--- config.mk ---
export PLATFORM = sky130hd
export DESIGN_NAME = diff_drive_ctrl
export DESIGN_NICKNAME = d
export VERILOG_FILES = /design/src/rtl/drive_pkg.sv /design/src/rtl/servo_pwm_ch.sv /design/src/rtl/diff_drive_ctrl.sv
export SDC_FILE = /design/constraint.sdc
export NUM_CORES = 1
export LEC_CHECK = 0
export BUFFER_PORTS_ARGS = -buffer_cell sky130_fd_sc_hd__buf_4
export CAP_MARGIN = 20
export CORE_MARGIN = 4
export CORE_UTILIZATION = 55
export CTS_CLUSTER_SIZE = 12
export DETAILED_ROUTE_END_ITERATION = 12
export PLACE_DENSITY = 0.72
export SLEW_MARGIN = 20
export SYNTH_ARGS = -nofsm -noshare
export SYNTH_HDL_FRONTEND = slang
export SYNTH_SLANG_ARGS = --single-unit
export TNS_END_PERCENT = 5
--- constraint.sdc ---
create_clock -name clk -period 7.5 [get_ports clk]
set_clock_uncertainty 0.15 [all_clocks]
set_input_delay 1.125 -clock clk [delete_from_list [all_inputs] [get_ports clk]]
set_output_delay 1.125 -clock clk [all_outputs]
set_load 0.02 [all_outputs]
--- src/rtl/drive_pkg.sv ---
// drive_pkg: shared types for the differential-drive controller.
//   state_e      : escape FSM states
//   motion_e     : logical robot motion commands
//   wheel_e      : per-wheel servo direction
//   wheel_pair_t : left/right wheel directions for one motion
//   motion_to_wheels() : logical motion -> per-wheel direction mapping
package drive_pkg;

    typedef enum logic [1:0] {
        DRIVE,
        ESC_BACK,
        ESC_TURN
    } state_e;

    typedef enum logic [2:0] {
        M_STOP,
        M_FWD,
        M_REV,
        M_LEFT,
        M_RIGHT
    } motion_e;

    typedef enum logic [1:0] {
        W_S,
        W_F,
        W_R
    } wheel_e;

    typedef struct packed {
        wheel_e l;
        wheel_e r;
    } wheel_pair_t;

    // Turning is done in place: one wheel forward, the other reverse.
    function automatic wheel_pair_t motion_to_wheels(motion_e m);
        wheel_pair_t w;
        w.l = W_S;
        w.r = W_S;
        case (m)
            M_FWD:   begin w.l = W_F; w.r = W_F; end
            M_REV:   begin w.l = W_R; w.r = W_R; end
            M_LEFT:  begin w.l = W_R; w.r = W_F; end
            M_RIGHT: begin w.l = W_F; w.r = W_R; end
            default: begin w.l = W_S; w.r = W_S; end
        endcase
        return w;
    endfunction

endpackage

--- src/rtl/servo_pwm_ch.sv ---
// servo_pwm_ch: one servo PWM channel driven from a shared frame counter.
//   clk_i     : system clock
//   rst_ni    : asynchronous active-low reset
//   per_cnt_i : shared frame position counter
//   wrap_i    : high on the last cycle of a frame
//   width_i   : requested pulse width (cycles), sampled only at wrap_i
//   pwm_o     : registered servo pulse
module servo_pwm_ch #(
    parameter int unsigned CNT_W  = 20,
    parameter int unsigned PW_RST = 75000
) (
    input  logic             clk_i,
    input  logic             rst_ni,
    input  logic [CNT_W-1:0] per_cnt_i,
    input  logic             wrap_i,
    input  logic [CNT_W-1:0] width_i,
    output logic             pwm_o
);

    logic [CNT_W-1:0] width_q, width_d;
    logic             pwm_q, pwm_d;

    // Width only changes at the frame boundary, so a frame never gets a
    // truncated or stretched pulse.
    always_comb begin
        width_d = wrap_i ? width_i : width_q;
        pwm_d   = (per_cnt_i < width_q);
    end

    always_ff @(posedge clk_i or negedge rst_ni) begin
        if (!rst_ni) begin
            width_q <= CNT_W'(PW_RST);
            pwm_q   <= 1'b0;
        end else begin
            width_q <= width_d;
            pwm_q   <= pwm_d;
        end
    end

    assign pwm_o = pwm_q;

endmodule

--- src/rtl/diff_drive_ctrl.sv ---
// diff_drive_ctrl: two-wheel differential-drive controller with obstacle
// escape (reverse, then turn) and per-wheel servo PWM generation.
//   clk        : system clock
//   rst_n      : asynchronous active-low reset
//   turn_left  : left-turn request (level, highest priority)
//   forward    : forward request (level)
//   turn_right : right-turn request (level, lowest priority)
//   too_close  : obstacle flag (level), starts/extends the escape sequence
//   pwm_l      : left servo pulse
//   pwm_r      : right servo pulse
//   escaping   : high while an escape sequence is running
//   esc_count  : escapes started from DRIVE, saturating at 255
module diff_drive_ctrl
    import drive_pkg::*;
#(
    parameter int unsigned PERIOD_CYC = 1000000,
    parameter int unsigned PW_STOP    = 75000,
    parameter int unsigned PW_FWD     = 100000,
    parameter int unsigned PW_REV     = 50000,
    parameter int unsigned BACK_CYC   = 600000,
    parameter int unsigned TURN_CYC   = 600000,
    parameter int unsigned MIRROR_R   = 1,
    parameter int unsigned ESC_DIR    = 0,
    parameter int unsigned ESC_ALT    = 0
) (
    input  logic       clk,
    input  logic       rst_n,
    input  logic       turn_left,
    input  logic       forward,
    input  logic       turn_right,
    input  logic       too_close,
    output logic       pwm_l,
    output logic       pwm_r,
    output logic       escaping,
    output logic [7:0] esc_count
);

    localparam int unsigned CNT_W = (PERIOD_CYC > 1) ? $clog2(PERIOD_CYC) : 1;
    localparam int unsigned TMAX  = (BACK_CYC > TURN_CYC) ? BACK_CYC : TURN_CYC;
    localparam int unsigned TMR_W = (TMAX > 1) ? $clog2(TMAX) : 1;

    localparam logic [CNT_W-1:0] LAST_CNT  = CNT_W'(PERIOD_CYC - 1);
    localparam logic [TMR_W-1:0] BACK_LAST = TMR_W'(BACK_CYC - 1);
    localparam logic [TMR_W-1:0] TURN_LAST = TMR_W'(TURN_CYC - 1);
    localparam logic [CNT_W-1:0] W_STOP    = CNT_W'(PW_STOP);
    localparam logic [CNT_W-1:0] W_FWD     = CNT_W'(PW_FWD);
    localparam logic [CNT_W-1:0] W_REV     = CNT_W'(PW_REV);

    if (PW_STOP >= PERIOD_CYC || PW_FWD >= PERIOD_CYC || PW_REV >= PERIOD_CYC) begin : g_bad_pw
        $error("diff_drive_ctrl: every PW_* must be smaller than PERIOD_CYC");
    end
    if (BACK_CYC < 1 || TURN_CYC < 1) begin : g_bad_phase
        $error("diff_drive_ctrl: BACK_CYC and TURN_CYC must be at least 1");
    end

    // ------------------------------------------------------------------
    // Shared frame counter
    // ------------------------------------------------------------------
    logic [CNT_W-1:0] per_cnt_q, per_cnt_d;
    logic             wrap;

    always_comb begin
        wrap      = (per_cnt_q == LAST_CNT);
        per_cnt_d = wrap ? '0 : per_cnt_q + 1'b1;
    end

    always_ff @(posedge clk or negedge rst_n) begin
        if (!rst_n) begin
            per_cnt_q <= '0;
        end else begin
            per_cnt_q <= per_cnt_d;
        end
    end

    // ------------------------------------------------------------------
    // Escape FSM: state register / next state / outputs
    // ------------------------------------------------------------------
    state_e           state_q, state_d;
    logic [TMR_W-1:0] timer_q, timer_d;
    logic [7:0]       esc_cnt_q, esc_cnt_d;
    logic             dir_q, dir_d;     // 0 = escape turns left, 1 = right
    motion_e          motion;

    always_ff @(posedge clk or negedge rst_n) begin
        if (!rst_n) begin
            state_q   <= DRIVE;
            timer_q   <= '0;
            esc_cnt_q <= '0;
            dir_q     <= (ESC_DIR != 0);
        end else begin
            state_q   <= state_d;
            timer_q   <= timer_d;
            esc_cnt_q <= esc_cnt_d;
            dir_q     <= dir_d;
        end
    end

    always_comb begin
        state_d   = state_q;
        timer_d   = timer_q;
        esc_cnt_d = esc_cnt_q;
        dir_d     = dir_q;
        case (state_q)
            DRIVE: begin
                if (too_close) begin
                    state_d = ESC_BACK;
                    timer_d = '0;
                    if (esc_cnt_q != '1) begin
                        esc_cnt_d = esc_cnt_q + 8'd1;
                    end
                end
            end
            ESC_BACK: begin
                // Timer parks at its last value so a held obstacle simply
                // extends reversing until the flag clears.
                if (timer_q == BACK_LAST) begin
                    if (!too_close) begin
                        state_d = ESC_TURN;
                        timer_d = '0;
                    end
                end else begin
                    timer_d = timer_q + 1'b1;
                end
            end
            ESC_TURN: begin
                if (too_close) begin
                    state_d = ESC_BACK;
                    timer_d = '0;
                end else if (timer_q == TURN_LAST) begin
                    state_d = DRIVE;
                    timer_d = '0;
                    if (ESC_ALT != 0) begin
                        dir_d = ~dir_q;
                    end
                end else begin
                    timer_d = timer_q + 1'b1;
                end
            end
            default: begin
                state_d = DRIVE;
                timer_d = '0;
            end
        endcase
    end

    always_comb begin
        motion   = M_STOP;
        escaping = (state_q != DRIVE);
        case (state_q)
            DRIVE: begin
                if (turn_left) begin
                    motion = M_LEFT;
                end else if (forward) begin
                    motion = M_FWD;
                end else if (turn_right) begin
                    motion = M_RIGHT;
                end else begin
                    motion = M_STOP;
                end
            end
            ESC_BACK: motion = M_REV;
            ESC_TURN: motion = dir_q ? M_RIGHT : M_LEFT;
            default:  motion = M_STOP;
        endcase
    end

    assign esc_count = esc_cnt_q;

    // ------------------------------------------------------------------
    // Wheel mapping and PWM channels
    // ------------------------------------------------------------------
    function automatic logic [CNT_W-1:0] wheel_width(wheel_e w, logic mirror);
        case (w)
            W_F:     return mirror ? W_REV : W_FWD;
            W_R:     return mirror ? W_FWD : W_REV;
            default: return W_STOP;
        endcase
    endfunction

    wheel_pair_t      wheels;
    logic [CNT_W-1:0] width_l, width_r;

    always_comb begin
        wheels  = motion_to_wheels(motion);
        width_l = wheel_width(wheels.l, 1'b0);
        width_r = wheel_width(wheels.r, MIRROR_R != 0);
    end

    servo_pwm_ch #(
        .CNT_W  (CNT_W),
        .PW_RST (PW_STOP)
    ) u_ch_l (
        .clk_i     (clk),
        .rst_ni    (rst_n),
        .per_cnt_i (per_cnt_q),
        .wrap_i    (wrap),
        .width_i   (width_l),
        .pwm_o     (pwm_l)
    );

    servo_pwm_ch #(
        .CNT_W  (CNT_W),
        .PW_RST (PW_STOP)
    ) u_ch_r (
        .clk_i     (clk),
        .rst_ni    (rst_n),
        .per_cnt_i (per_cnt_q),
        .wrap_i    (wrap),
        .width_i   (width_r),
        .pwm_o     (pwm_r)
    );

endmodule

Word level (Yosys, flattened, before mapping)

Cells that the tools add are included.
Widths: inputs -> output; s select.

Equality and inequality tests: 18
Magnitude comparators: 2
Reduce and logical (&&, ||, !) cells: 5
$add $sub $neg: 3
Multiplexer cells: 20

Operator list:

| operator              | count |
|---|---|
| $mux 20               | 6 |
| $pmux 17 s2           | 2 |
| $pmux 20 s3           | 1 |
| $add 20x1->20 const B | 2 |
| $eq 20x20->1 const B  | 2 |
| $lt 20x20->1          | 2 |
| $pmux 4 s4            | 1 |
| $mux 2                | 5 |
| $mux 3                | 3 |
| $pmux 3 s3            | 1 |
| $add 8x1->8 const B   | 1 |
| $ne 8x8->1 const B    | 1 |
| $eq 2x1->1 const B    | 3 |
| $eq 2x2->1 const B    | 3 |
| $eq 3x2->1 const B    | 2 |
| $ne 2x2->1 const B    | 3 |
| $ne 3x3->1 const B    | 2 |
| $pmux 2 s3            | 1 |
| $reduce_and 4->1      | 1 |
| $eq 3x1->1 const B    | 1 |
| $eq 3x3->1 const B    | 1 |
| $reduce_and 3->1      | 1 |
| $logic_not 2->1       | 1 |
| $reduce_and 2->1      | 1 |
| $reduce_bool 2->1     | 1 |

Input port bits: 6
Output and inout bits: 11
Flip-flop bits (word level): 92
Word-level logic and storage cells: 56

Logic depth before layout (Yosys ltp)

Depth after elaboration: 8
Depth in mapped cells: 11
Depth with buffers taken out: 10

Cells and area by module

A second synthesis with hierarchy kept.

Cells, all modules: 553
Area total of the unflattened synthesis: 5251.3 µm²

By module, submodules not included:

| module          | sequential area each (µm²) | area an instance (µm²) | cells an instance | instances |
|---|---|---|---|---|
| diff_drive_ctrl | 1251.2                     | 2831.5                 | 299               | 1 |
| servo_pwm_ch    | 535.5                      | 1209.9                 | 127               | 2 |

Least setup slack after synthesis

Ideal clock, no wire load.

Kind: input port to flip-flop
Start: in forward
End: reg u_ch_l.width_q[15]
Arrival: 2357 ps
Path slack: 4909 ps
Stages: 8
Library setup time: 84 ps
Buffers on the path: 0
Data required time: 7266 ps
Path through: o21ai_0 -> mux2i_1 -> nor2b_1 -> nor2_1 -> o31ai_1 -> ha_1 -> nand2_1 -> a21boi_0

Word-level cells in the longest chain between the ends: 7
Elaborated cells between the ends (all ways): 11
Those cells by class: 6 x eq/ne; 5 x mux

Ends and longest elaborated chain:

| what                                     | RTL line               | source |
|---|---|---|
| from (decl)                              | diff_drive_ctrl.sv:29  | `input logic forward,` |
| $mux 3 (*)                               | diff_drive_ctrl.sv:153 | `end else if (forward) begin` |
| $mux 3 (*)                               | diff_drive_ctrl.sv:151 | `if (turn_left) begin` |
| $pmux 3 s3 (*)                           | diff_drive_ctrl.sv:149 | `case (state_q)` |
| $eq 3x3->1 (tied with other cells)       | drive_pkg.sv:39        | `case (m)` |
| $pmux 4 s4 (*)                           | drive_pkg.sv:39        |  |
| $eq 2x2->1 or $eq 2x1->1 (tied branches) | diff_drive_ctrl.sv:173 | `case (w)` |
| $pmux 17 s2 (*)                          | diff_drive_ctrl.sv:173 |  |
| to (signal assigned)                     | servo_pwm_ch.sv:32     | `width_q <= CNT_W'(PW_RST);` |
| to (signal assigned)                     | servo_pwm_ch.sv:35     | `width_q <= width_d;` |
| to (decl)                                | servo_pwm_ch.sv:20     | `logic [CNT_W-1:0] width_q, width_d;` |

Every way passes the cells marked *; elsewhere a longest branch is shown, timed or not.
A chain may end at the register's enable or synchronous reset.

Worst setup path after layout

Start: reg state_q[1]
End: out escaping

Word-level cells in the longest chain between the ends: 1

Ends and longest elaborated chain:

| what                   | RTL line               | source |
|---|---|---|
| from (decl)            | diff_drive_ctrl.sv:78  | `state_e state_q, state_d;` |
| from (signal assigned) | diff_drive_ctrl.sv:91  | `state_q <= state_d;` |
| $reduce_bool 2->1      | diff_drive_ctrl.sv:148 | `escaping = (state_q != DRIVE);` |
| to (decl)              | diff_drive_ctrl.sv:34  | `output logic escaping,` |

No other way between the ends.

==> impl.org <==
** Run status
- Result of the run :: complete, no violations

** Synthesis
- In the synthesized netlist the async set-or-reset flop fraction comes to 100%.
- For this run, the number of Yosys warnings is 0.
- Synthesis produced a netlist whose cell count is roughly 400.
- Number of enable flip-flop cells after synthesis :: 0
- The netlist uses 55 different library cells.
- Portion of the post-synthesis area used by sequential elements :: between 40% and 50%
- Mean instance size in the synthesized netlist :: approximately 9.4 µm²
- Syn nets :: approximately 450
- Among all flip-flop cells after synthesis, the most frequent one is dfrtp_1.
- Cell area after technology mapping :: about 0.0038 mm²
- Total of flip-flops plus latches after synthesis :: between 60 and 70

** Floorplanning
- Chip Height :: about 91 µm
- Initial standard-cell utilization of the core :: a little under three fifths
- Floorplan die width :: between 90 and 100 µm
- Total core area :: approximately 0.0068 mm²
- Floorplan row count :: 30
- I/O pins :: 17
- The floorplan step defined a die boundary enclosing approximately 0.0083 mm².

** Worst setup path
- Library cell contributing the largest single delay on the critical path :: dfrtp_1
- The critical path goes through inv_1 -> ha_1 -> inv_1 -> buf_4.
- Worst setup SP type :: flop
- The setup check on the worst reg-to-reg path leaves a slack of 4.84 ns.
- Category of the worst setup path capture point :: primary output
- Maximum net fanout on the critical path :: 9
- Critical path origin :: state_q[1]$_DFFE_PN0P_
- For the worst setup path, the data required time is roughly 6.2 ns.
- Reg-to-reg startpoint :: state_q[1]$_DFFE_PN0P_
- The largest single stage delay on the critical path is about 0.42 ns.
- Data arrives at the worst endpoint at around 1.6 ns.
- The cell that appears most often on the critical path is inv_1.
- The setup path with the least slack is of type reg2out.

** Global route
- The number of antenna violations at the first check in global routing is 0.
- Global routing used 19.7% of the available tracks across all layers.
- Vias in the first global route :: 2901
- The first global-routing pass estimated 13.3 mm of wire.
- Maximum number of pins on one net before global-route repair :: 63
- Residual overflow from global routing :: 0

** Cells and area
- Util after Layout :: roughly three fifths
- The library cells used most frequently in the layout, excluding fill and tap cells, are dfrtp_1 (56), nand2_1 (39), ha_1 (35), nor2_1 (29), o21ai_0 (28).
- Layout cell share with drive strength beyond 1 :: 9.37%
- Finished Cell Area :: roughly 0.0042 mm²
- Fin nets :: approximately 460
- Finished Layout Cells :: 507
- Counting the fill cells in the layout gives slightly below 600.
- Most common cell after layout, fill and taps aside :: dfrtp_1
- The number of antenna diodes in the final layout is 0.
- Synth-to-Final Area Change :: 8.87%

** Placement
- Once placement finished, the instance area stood at roughly 0.004 mm².
- Counting tap cells, the placed design contains a total of roughly 490 instances.
- Timing analysis after detailed placement gives a worst setup slack of around 4.5 ns.
- Routability-driven placement finished with a final weighted congestion of about 0.86.
- Buffers added on ports :: 16
- Detailed placement finished with a half-perimeter wire length of ~5.3 mm.

** Clock tree
- Total clock buffers created by CTS :: 9
- Hold-fix buffers, CTS :: 0
- Clock latency on the worst-skew pair :: 0.34 ns
- Number of levels the H-tree was split into :: 3
- Clock-pin slew was measured on the worst setup and hold paths at 0.07 ns.
- After clock tree synthesis, the setup repair step added 0 buffers.
- Clock tree from TritonCTS :: done
- Cells resized by post-CTS repair :: 0
- Clock Tree Buf Depth :: 2
- Clock tree synthesis selected as its root buffer the cell clkbuf_8.
- The clock drives 62 sinks.

** Routing
- Once detail routing completed, the nets flagged for antenna violations numbered 0.
- Met2 Wirelength :: around 3.8 mm
- Routed length on met1 :: approximately 3.5 mm
- DRT Pass-1 Iters :: 4
- Final wirelength :: between 7 and 8 mm
- Routed length on met3 :: about 270 µm
- WL/cell :: between 15 and 20 µm
- In the routed layout, each cell is associated on average with a via count of 5.92.
- After detailed routing, the number of remaining DRC violations is 0.
- The highest layer touched by signal routing is met4.
- The first routing iteration left 94 violations.
- The detailed router placed 3003 vias in this run.

** Timing
- Slew of the pin with the lowest slew margin :: 1.02 ns
- Slew Limit Headroom :: 31.7%
- Setup repair after global routing left no endpoint under its margin.
- Share of the clock period used by the worst path :: between 30% and 40%
- Final setup viols :: 0
- Final Hold Slack :: 0.335 ns
- Minimum setup slack in the final design :: between 4 and 5 ns
- After layout, the minimum clock period comes to around 2.9 ns.
- Max frequency :: 348 MHz
- The hold violation total from the final report came to 0.
- Adding up every negative setup slack in the final design gives 0 ns.
- The final count of pins violating max slew was 0.

** Run
- Max-cap violations in this run came to 0.

** Power
- Pwr per Cell Area :: ~230 mW/mm²
- Pleak :: roughly 2 nW
- VDD sags by at most roughly 0.19 mV.
- The design draws 941 µW.

** Hold path
- Type of the most critical hold path :: reg2reg
- Hold wc startpoint :: u_ch_l.width_q[6]$_DFFE_PN1N_
[registers in the layout, indices dropped and copies added, names as in the netlist]
signal	flops
esc_count	8
per_cnt_q	20
state_q	2
timer_q	20
u_ch_l.pwm_o	1
u_ch_l.width_q	5
u_ch_r.pwm_o	1
u_ch_r.width_q	5
[power breakdown]
part | total [mW] | internal, mW | switching (mW)
Clock | 0.302 | 0.173 | 0.129
Sequential | 0.384 | 0.357 | 0.0262
Combinational | 0.256 | 0.0992 | 0.157
Total | 0.941 | 0.629 | 0.312
[worst paths after layout]
check                      cells after the start                             end
setup / recovery                               4                        escaping
hold / removal                                 2   u_ch_l.width_q[6]$_DFFE_PN1N_
setup reg to reg                              10  u_ch_l.width_q[15]$_DFFE_PN0N_
hold reg to reg                                2   u_ch_l.width_q[6]$_DFFE_PN1N_
max in group asynchronous                      1        esc_count[5]$_DFFE_PN0P_
min in group asynchronous                      1          per_cnt_q[0]$_DFF_PN0_
[metal layers]
layer / GRT usage, % / vias up
met1: 25.1 / 1450
met3: 5.22 / 10
met4: 6.28 / 0
li1: - / 1485
met2: 32.5 / 58
met5: 0 / -
[Yosys cell counts (10+ instances only)]
library cell | instances | area share (%)
dfrtp_1 | 56 | 37
ha_1 | 35 | 11
inv_1 | 21 | 2.1
a21oi_1 | 17 | 2.2
nand3_1 | 27 | 3.5
xor2_1 | 14 | 3.2
o21ai_0 | 28 | 3.7
mux2i_1 | 10 | 2.6
nand2_1 | 39 | 3.8
and3_1 | 13 | 2.1
nor2_1 | 29 | 2.8
[critical path, delay by kind of cell (launching register included)]
kind	cells	cell delay, ns
adder cells (fa/ha/maj)	1	0.35
flip-flops	1	0.42
buffers and inverters	3	0.48
[layout make-up]
type | count | area, µm² | area share (%)
clock inverter | 1 | 30.0 | 0.722
clock buffer | 15 | 166 | 4.00
multi-input combinational | 312 | 2110 | 50.6
inverter | 21 | 78.8 | 1.89
sequential | 62 | 1560 | 37.5
timing repair buffer | 16 | 120 | 2.89
tap | 80 | 100 | 2.41
[cells by family after synthesis]
logic type      count (synthesis)  share of synthesized area, %
simple gates                  160                          21.5
compound gates                 83                          14.0
flops                          62                          40.8
fa+ha+maj                      35                          11.5
buf+inv                        34                          4.09
xor+xnor                       23                          5.27
mux                            11                          2.91
Power figures use the tool's default switching activity.
